<file path="config.mk">
export PLATFORM = sky130hd
export DESIGN_NAME = dm_ctrl
export DESIGN_NICKNAME = d
export VERILOG_FILES = /design/src/rtl/dm_ctrl_pkg.sv /design/src/rtl/dm_lane.sv /design/src/rtl/dm_ctrl.sv
export SDC_FILE = /design/constraint.sdc
export NUM_CORES = 1
export LEC_CHECK = 0
export CORE_MARGIN = 2
export CORE_UTILIZATION = 25
export CTS_CLUSTER_SIZE = 8
export DETAILED_ROUTE_END_ITERATION = 8
export GPL_ROUTABILITY_DRIVEN = 0
export GPL_TIMING_DRIVEN = 0
export SLEW_MARGIN = 0
export SYNTH_ARGS = -nofsm -noshare
export SYNTH_HDL_FRONTEND = slang
export SYNTH_SLANG_ARGS = --single-unit
</file>
<file path="constraint.sdc">
create_clock -name clk -period 5.75 [get_ports clk]
set_clock_uncertainty 0.2 [all_clocks]
set_input_delay 0.8625 -clock clk [delete_from_list [all_inputs] [get_ports clk]]
set_output_delay 0.8625 -clock clk [all_outputs]
set_load 0.03 [all_outputs]
</file>
<file path="src/rtl/dm_ctrl_pkg.sv">
// Shared types for the data-memory access controller: access-size codes,
// controller states and the alignment rule used to reject bad requests.
package dm_ctrl_pkg;

  typedef enum logic [1:0] {
    DM_BYTE = 2'b00,
    DM_HALF = 2'b01,
    DM_RSVD = 2'b10,
    DM_WORD = 2'b11
  } dmop_t;

  typedef enum logic [1:0] {
    S_IDLE   = 2'b00,
    S_ACCESS = 2'b01,
    S_RESP   = 2'b10
  } state_t;

  // Reserved size, odd halfword and unaligned word accesses are refused.
  function automatic logic dm_legal(input logic [1:0] op, input logic [1:0] off);
    case (op)
      DM_BYTE: return 1'b1;
      DM_HALF: return ~off[0];
      DM_WORD: return off == 2'b00;
      default: return 1'b0;
    endcase
  endfunction

endpackage

</file>
<file path="src/rtl/dm_lane.sv">
// Byte-lane steering: lane enables and store replication from the live request,
// lane extraction and sign/zero extension of the returned read word.
module dm_lane
  import dm_ctrl_pkg::*;
(
  input  dmop_t       dmop,
  input  logic [1:0]  off,
  input  logic [31:0] wdata,
  output logic [3:0]  be,
  output logic [31:0] wdata_rep,
  input  dmop_t       ld_dmop,
  input  logic [1:0]  ld_off,
  input  logic        ld_sext,
  input  logic [31:0] rword,
  output logic [31:0] rdata_ext
);

  logic [7:0]  rbyte;
  logic [15:0] rhalf;

  assign rbyte = rword[{ld_off, 3'b000} +: 8];
  assign rhalf = ld_off[1] ? rword[31:16] : rword[15:0];

  always_comb begin
    // NOTE: every output gets a default first so no path leaves it unassigned (no latch).
    be        = 4'b0000;
    wdata_rep = wdata;
    case (dmop)
      DM_BYTE: begin
        be        = 4'b0001 << off;
        wdata_rep = {4{wdata[7:0]}};
      end
      DM_HALF: begin
        be        = off[1] ? 4'b1100 : 4'b0011;
        wdata_rep = {2{wdata[15:0]}};
      end
      DM_WORD: be = 4'b1111;
      default: ;
    endcase
  end

  always_comb begin
    rdata_ext = rword;
    case (ld_dmop)
      DM_BYTE: rdata_ext = {{24{ld_sext & rbyte[7]}}, rbyte};
      DM_HALF: rdata_ext = {{16{ld_sext & rhalf[15]}}, rhalf};
      default: ;
    endcase
  end

endmodule

</file>
<file path="src/rtl/dm_ctrl.sv">
// Data-memory access controller: accepts one CPU load/store, drives a single
// word-wide memory request with lane enables, and returns a one-cycle ack.
module dm_ctrl
  import dm_ctrl_pkg::*;
#(
  parameter int TIMEOUT = 16
) (
  input  logic        clk,
  input  logic        rst,
  input  logic        req,
  input  logic        we,
  input  logic [1:0]  DMop,
  input  logic        sext,
  input  logic [31:0] addr,
  input  logic [31:0] wdata,
  output logic [31:0] rdata,
  output logic        ack,
  output logic        err,
  output logic        mem_en,
  output logic        mem_we,
  output logic [31:0] mem_addr,
  output logic [3:0]  mem_be,
  output logic [31:0] mem_wdata,
  input  logic [31:0] mem_rdata,
  input  logic        mem_ready
);

  localparam int CW = $clog2(TIMEOUT + 1);

  state_t        state;
  logic [CW-1:0] cnt;
  dmop_t         ld_dmop;
  logic [1:0]    ld_off;
  logic          ld_sext;
  logic [3:0]    be_n;
  logic [31:0]   wrep_n;
  logic [31:0]   rdata_ext;

  dm_lane u_lane (
    .dmop      (dmop_t'(DMop)),
    .off       (addr[1:0]),
    .wdata     (wdata),
    .be        (be_n),
    .wdata_rep (wrep_n),
    .ld_dmop   (ld_dmop),
    .ld_off    (ld_off),
    .ld_sext   (ld_sext),
    .rword     (mem_rdata),
    .rdata_ext (rdata_ext)
  );

  // NOTE: all state here uses non-blocking assignment so every register samples pre-edge values.
  always_ff @(posedge clk) begin
    if (rst) begin
      state     <= S_IDLE;
      cnt       <= '0;
      ack       <= 1'b0;
      err       <= 1'b0;
      rdata     <= '0;
      mem_en    <= 1'b0;
      mem_we    <= 1'b0;
      mem_addr  <= '0;
      mem_be    <= '0;
      mem_wdata <= '0;
      ld_dmop   <= DM_BYTE;
      ld_off    <= '0;
      ld_sext   <= 1'b0;
    end else begin
      case (state)
        S_IDLE: begin
          if (req) begin
            if (dm_legal(DMop, addr[1:0])) begin
              state     <= S_ACCESS;
              cnt       <= '0;
              mem_en    <= 1'b1;
              mem_we    <= we;
              mem_addr  <= {addr[31:2], 2'b00};
              mem_be    <= be_n;
              mem_wdata <= wrep_n;
              ld_dmop   <= dmop_t'(DMop);
              ld_off    <= addr[1:0];
              ld_sext   <= sext;
            end else begin
              // Refused without touching memory.
              state <= S_RESP;
              ack   <= 1'b1;
              err   <= 1'b1;
              rdata <= '0;
            end
          end
        end
        S_ACCESS: begin
          // A ready in the final allowed cycle still completes normally.
          if (mem_ready) begin
            state  <= S_RESP;
            ack    <= 1'b1;
            mem_en <= 1'b0;
            mem_we <= 1'b0;
            rdata  <= mem_we ? '0 : rdata_ext;
          end else if (cnt == CW'(TIMEOUT - 1)) begin
            state  <= S_RESP;
            ack    <= 1'b1;
            err    <= 1'b1;
            mem_en <= 1'b0;
            mem_we <= 1'b0;
            rdata  <= '0;
          end else begin
            cnt <= cnt + 1'b1;
          end
        end
        S_RESP: begin
          state <= S_IDLE;
          ack   <= 1'b0;
          err   <= 1'b0;
        end
        default: state <= S_IDLE;
      endcase
    end
  end

endmodule
</file>
Yosys cells after proc, flatten, opt, wreduce, memory -nomap -nowiden --
Cells that the tools add are included.
Word-level totals: bits in registers 114, input bits 104, logic and storage cells 85
Operators by class: mux-type cells 40, equal/unequal tests 13, reduce and logical (&&, ||, !) cells 13, $add $sub $neg 1, bitwise gates (word level) 3, shifts and indexed selects 2
Operator list (count):
- case mux 32 bit (2 select lines) | 3
- 2-to-1 mux 32 bit | 5
- indexed part select 32 x 6 -> 8 bit | 1
- 2-to-1 mux 5 bit | 4
- 2-to-1 mux 16 bit | 1
- 2-to-1 mux 1 bit | 14
- != test 2 bit, second input constant | 6
- case mux 4 bit (3 select lines) | 1
- AND reduction 4 bit | 3
- case mux 5 bit (2 select lines) | 1
- AND reduction 5 bit | 2
- case mux 1 bit (3 select lines) | 3
- zero test 2 bit | 4
- 2-to-1 mux 2 bit | 4
- == test 2 x 1 -> 1 bit, second input constant | 3
- adder 5 x 1 -> 5 bit, second input constant | 1
- == test 5 x 4 -> 1 bit, second input constant | 1
- == test 2 bit, second input constant | 2
- 2-to-1 mux 4 bit | 1
- case mux 1 bit (2 select lines) | 2
- case mux 2 bit (2 select lines) | 1
- left shift 1 x 2 -> 4 bit, first input constant | 1
- != test 3 bit, second input constant | 1
- AND reduction 3 bit | 1
- other kinds (5) | 6

Longest topological paths before layout --
depth after elaboration 8, mapped depth 8

Cells and area by module --
Synthesis repeated with hierarchy kept, for this count alone.
Second synthesis, totals: cell total of the unflattened synthesis 604, area total of the unflattened synthesis 5187.5 um2
Modules (own cells, without submodules):
- dm_ctrl | seq. area each 2282.2 um2, area an instance 4005.1 um2, cells each 445, times used 1
- dm_lane | seq. area each 0.0 um2, area an instance 1182.4 um2, cells each 159, times used 1

Worst setup path after synthesis --
Ideal clock, no wire load.
path type in2reg, start point in addr[1], end point reg mem_addr[31], path slack 3.431 ns, required time 5.418 ns, path buffers 2, data arrival time 1.986 ns, library setup time 0.132 ns, cell stages on the path 6, path through nand2b_1 a2111o_1 buf_2 clkbuf_1 nand2_1 a21oi_1
On the way: cells in the longest elaborated chain, start to end 6
RTL lines:
- start: declaration | RTL line dm_ctrl.sv:14 | input logic [31:0] addr,
- zero test 2 bit | RTL line dm_ctrl_pkg.sv:23 | DM_WORD: return off == 2'b00;
- case mux 1 bit (3 select lines) | RTL line dm_ctrl_pkg.sv:20 | case (op)
- 2-to-1 mux 1 bit | RTL line dm_ctrl.sv:71 | if (req) begin
- 2-to-1 mux 1 bit | RTL line dm_ctrl.sv:69 | case (state)
- 2-to-1 mux 1 bit | RTL line dm_ctrl.sv:54 | if (rst) begin
- AND reduction 3 bit (no line)
- end signal: assignment | RTL line dm_ctrl.sv:77 | mem_addr <= {addr[31:2], 2'b00};
- end: declaration | RTL line dm_ctrl.sv:21 | output logic [31:0] mem_addr,
No other way between the ends. The select of a mux whose other input is x is not followed. A chain may end at the register's enable or synchronous reset.

Worst setup path in the final report --
start point in mem_ready, end point reg rdata[8]
On the way: cells in the longest elaborated chain, start to end 2, elaborated cells on any way between the ends 4, classes of those cells eq/ne: 1; mux: 2; reduce/logical: 1
RTL lines:
- start: declaration | RTL line dm_ctrl.sv:25 | input logic mem_ready
- != test 3 bit (no line) / 2-to-1 mux 32 bit (equally long branches)
- AND reduction 4 bit (no line) / case mux 32 bit (2 select lines) (equally long branches)
- end signal: assignment | RTL line dm_ctrl.sv:99 | rdata <= mem_we ? '0 : rdata_ext;
- end: declaration | RTL line dm_ctrl.sv:16 | output logic [31:0] rdata,
Several ways; a longest one is shown, not always the timed one.

==> results.sh <==
export IMPL_min_to="mem_be[0]$_SDFFE_PP0P_"
export IMPL_grt_overflow_total=0
export IMPL_timing_rr_end="rdata[8]$_SDFFE_PP0P_"
export IMPL_crit_type="input port to flop"
export IMPL_design_area_mm2=0.00798
export IMPL_fp_dieW_um=145
export IMPL_fin_setup_tns_ns=0
export IMPL_synth_warnings=0
export IMPL_fp_dieArea_mm2=0.0211
export IMPL_final_cell_mix="clkdlybuf4s50_1 (204), nand2_1 (122), dfxtp_1 (114)"
export IMPL_io_buffers=204
export IMPL_wirelength_um=18500
export IMPL_grt_pass1_wl_um=28900
export IMPL_netlist_area_leader_share_pct=45.8
export IMPL_rsz0062_at_grt="false"
export IMPL_fin_crit_sh_pct=48.8
export IMPL_max_freq_mhz=356
export IMPL_cts_setup_buffers=0
export IMPL_grt_total_usage_pct=17.5
export IMPL_drc_errors=0
export IMPL_h_tree_depth=4
export IMPL_fp_row_count=51
export IMPL_synth_area_leaders="dfxtp_1 (46%), nand2_1 (9.2%), a21oi_1 (8.4%), mux2i_1 (5.6%), o2bb2ai_1 (4.4%)"
export IMPL_fillers=1993
export IMPL_setup_violations=0
export IMPL_drive_above_1_share_pct=7.04
export IMPL_cts_buffers=17
export IMPL_relSlewSlack_pct=52.8
export IMPL_power_density_mw_per_mm2=296
export IMPL_post_dp_cell_area_mm2=0.00736
export IMPL_avgSynthCellArea_um2=8.50
export IMPL_cts_root_buf="clkbuf_16"
export IMPL_grt_pass1_vias=5062
export IMPL_multi_input_area_mm2=0.00245
export IMPL_grt_max_degree=17
export IMPL_r2r_cells=8
export IMPL_synth_top_cell_by_area="dfxtp_1"
export IMPL_worst_pin_slew_ns=0.708
export IMPL_cts_hold_buf=0
export IMPL_leakagePower_nw=2.79
export IMPL_irDropWorstVdd_uv=223
export IMPL_r2r_start="cnt[0]$_SDFFE_PP0P_"
export IMPL_synth_main_ff_cell="dfxtp_1"
export IMPL_start_util_pct=25.5
export IMPL_synth_edf_count=0
export IMPL_vias_per_cell=4.66
export IMPL_min_from="mem_be[0]$_SDFFE_PP0P_"
export IMPL_ys_seq_area_share_pct=45.8
export IMPL_area_growth_pct=60.0
export IMPL_diodes=0
export IMPL_cap_violations=0
export IMPL_drtAntennaViolNets=0
export IMPL_whs_path_depth=2
export IMPL_synth_cell_type_count=47
export IMPL_drv_slew=0
export IMPL_status="completed"
export IMPL_drt_initial_drc_count=332
export IMPL_syn_cell_area_mm2=0.00499
export IMPL_ys_ff_latch=114
export IMPL_hold_ws_ns=0.248
export IMPL_layout_commonest_cell="clkdlybuf4s50_1"
export IMPL_final_nets=917
export IMPL_cts_sinks=114
export IMPL_r2r_setup_slack_ns=2.97
export IMPL_antenna_found_initial=0
export IMPL_io_pins=208
export IMPL_critPathCaptureType="flop"
export IMPL_hp_class="flop to flop"
export IMPL_insertion_delay_ns=0.41
export IMPL_crit_fanout=10
export IMPL_crit_arrival_ns=2.96
export IMPL_period_needed_ns=2.81
export IMPL_firstDrtPassIters=4
export IMPL_cts_path_max_buffers=2
export IMPL_die_height_um=145
export IMPL_hpwl_um=14000
export IMPL_dr_total_vias=5075
export IMPL_ctsResizeCount=0
export IMPL_avgRoutedWirePerCell_um=16.9
export IMPL_core_area_mm2=0.0195
export IMPL_postSynthCellCount=587
export IMPL_worstSetupStartpointType="input port"
export IMPL_seq_area_mm2=0.00228
export IMPL_synthArstFlopShare_pct=0
export IMPL_required_ns=5.90
export IMPL_clkTransAtPathRegs_ns=0.05
export IMPL_cts_tree="built"
export IMPL_hold_viol=0
-- per-layer routing --
layer	global-route usage, %	share of wire, %
met5	0	0
met4	5.10	1.5
met3	6.10	7.4
met2	28.0	46
met1	22.2	45
-- through the flow --
step	setup slack [ns]	util [%]	total power, mW	cells
4_1_cts	2.97	40.9	2.39	1089
3_5_place_dp	2.55	37.7	1.28	1057
2_1_floorplan	3.43	-	1.07	588
5_1_grt	2.71	40.9	2.46	1089
3_3_place_gp	2.56	37.7	1.28	1057
6_report	2.94	40.9	2.36	1089
-- where the power goes --
part           leakage [nW]  switching (mW)  total, mW  internal (mW)
clock network         0.289           0.394       1.10          0.705
logic                  1.58           0.232      0.412          0.180
registers             0.927          0.0200      0.848          0.828
-- cell families (layout without fill, tap and decap cells) --
group	count (synthesis)	after routing	share of synthesized area [%]
other	1	2	0.0752
buffers and inverters	57	293	5.22
muxes	29	29	6.07
xor gates and xnor gates	3	3	0.527
AOI/OAI and AO/OA	188	188	24.2
and+or+nand+nor	193	193	17.6
DFF	114	114	45.8
adders and majority gates	2	2	0.502
-- worst max-delay path by stage --
| stage | start | end | slack, ns | depth (start not counted) |
|---|---|---|---|---|
| after global routing | cnt[0]$_SDFFE_PP0P_ | rdata[30]$_SDFFE_PP0P_ | 2.71 | 8 |
| after detailed placement | mem_ready | rdata[8]$_SDFFE_PP0P_ | 2.55 | 6 |
| final | mem_ready | rdata[8]$_SDFFE_PP0P_ | 2.94 | 6 |
| after CTS | mem_ready | rdata[8]$_SDFFE_PP0P_ | 2.97 | 6 |
| after floorplan | addr[1] | mem_addr[31]$_SDFFE_PP0P_ | 3.43 | 6 |
| after global placement | mem_ready | rdata[28]$_SDFFE_PP0P_ | 2.56 | 6 |
-- flip-flops by register name, indices dropped and copies added, names as in the netlist --
name and cells:
ld_off 2, mem_addr 30, cnt 5, mem_en 1, mem_we 1, state 2
mem_be 4, ld_sext 1, err 1, ack 1, ld_dmop 2, mem_wdata 32
rdata 32
-- critical path, cell delays in order --
cell             delay, ns
clkdlybuf4s50_1       0.48
o21ai_0               0.41
o21ai_0               0.22
a21oi_1               0.49
buf_2                 0.34
a32o_1                0.16
-- layout make-up --
cell class              count  area share, %
inverters                   7          0.329
clock inverters            12           1.96
multi-input cells         417           30.7
plain buffers              50           2.93
flip-flops and latches    114           28.6
repair buffers            204           25.6
clock buffers              20           5.72
well taps                 265           4.16
-- cell usage after synthesis (2+ instances only) --
master	instances
a32o_1	7
buf_4	5
o21ai_0	30
mux2i_1	28
a211o_1	7
nor2b_1	4
nand2b_1	10
nand2_1	122
buf_1	2
nand3b_1	2
and3_1	2
a211oi_1	8
a21oi_1	84
buf_2	16
nor2_1	25
a311oi_1	8
o2bb2ai_1	25
clkbuf_1	26
nor3_1	5
a31oi_1	2
and3b_1	8
inv_1	6
ha_1	2
o211ai_1	8
dfxtp_1	114
xor2_1	2
or3_1	9
(Power assumes the default switching activity.)
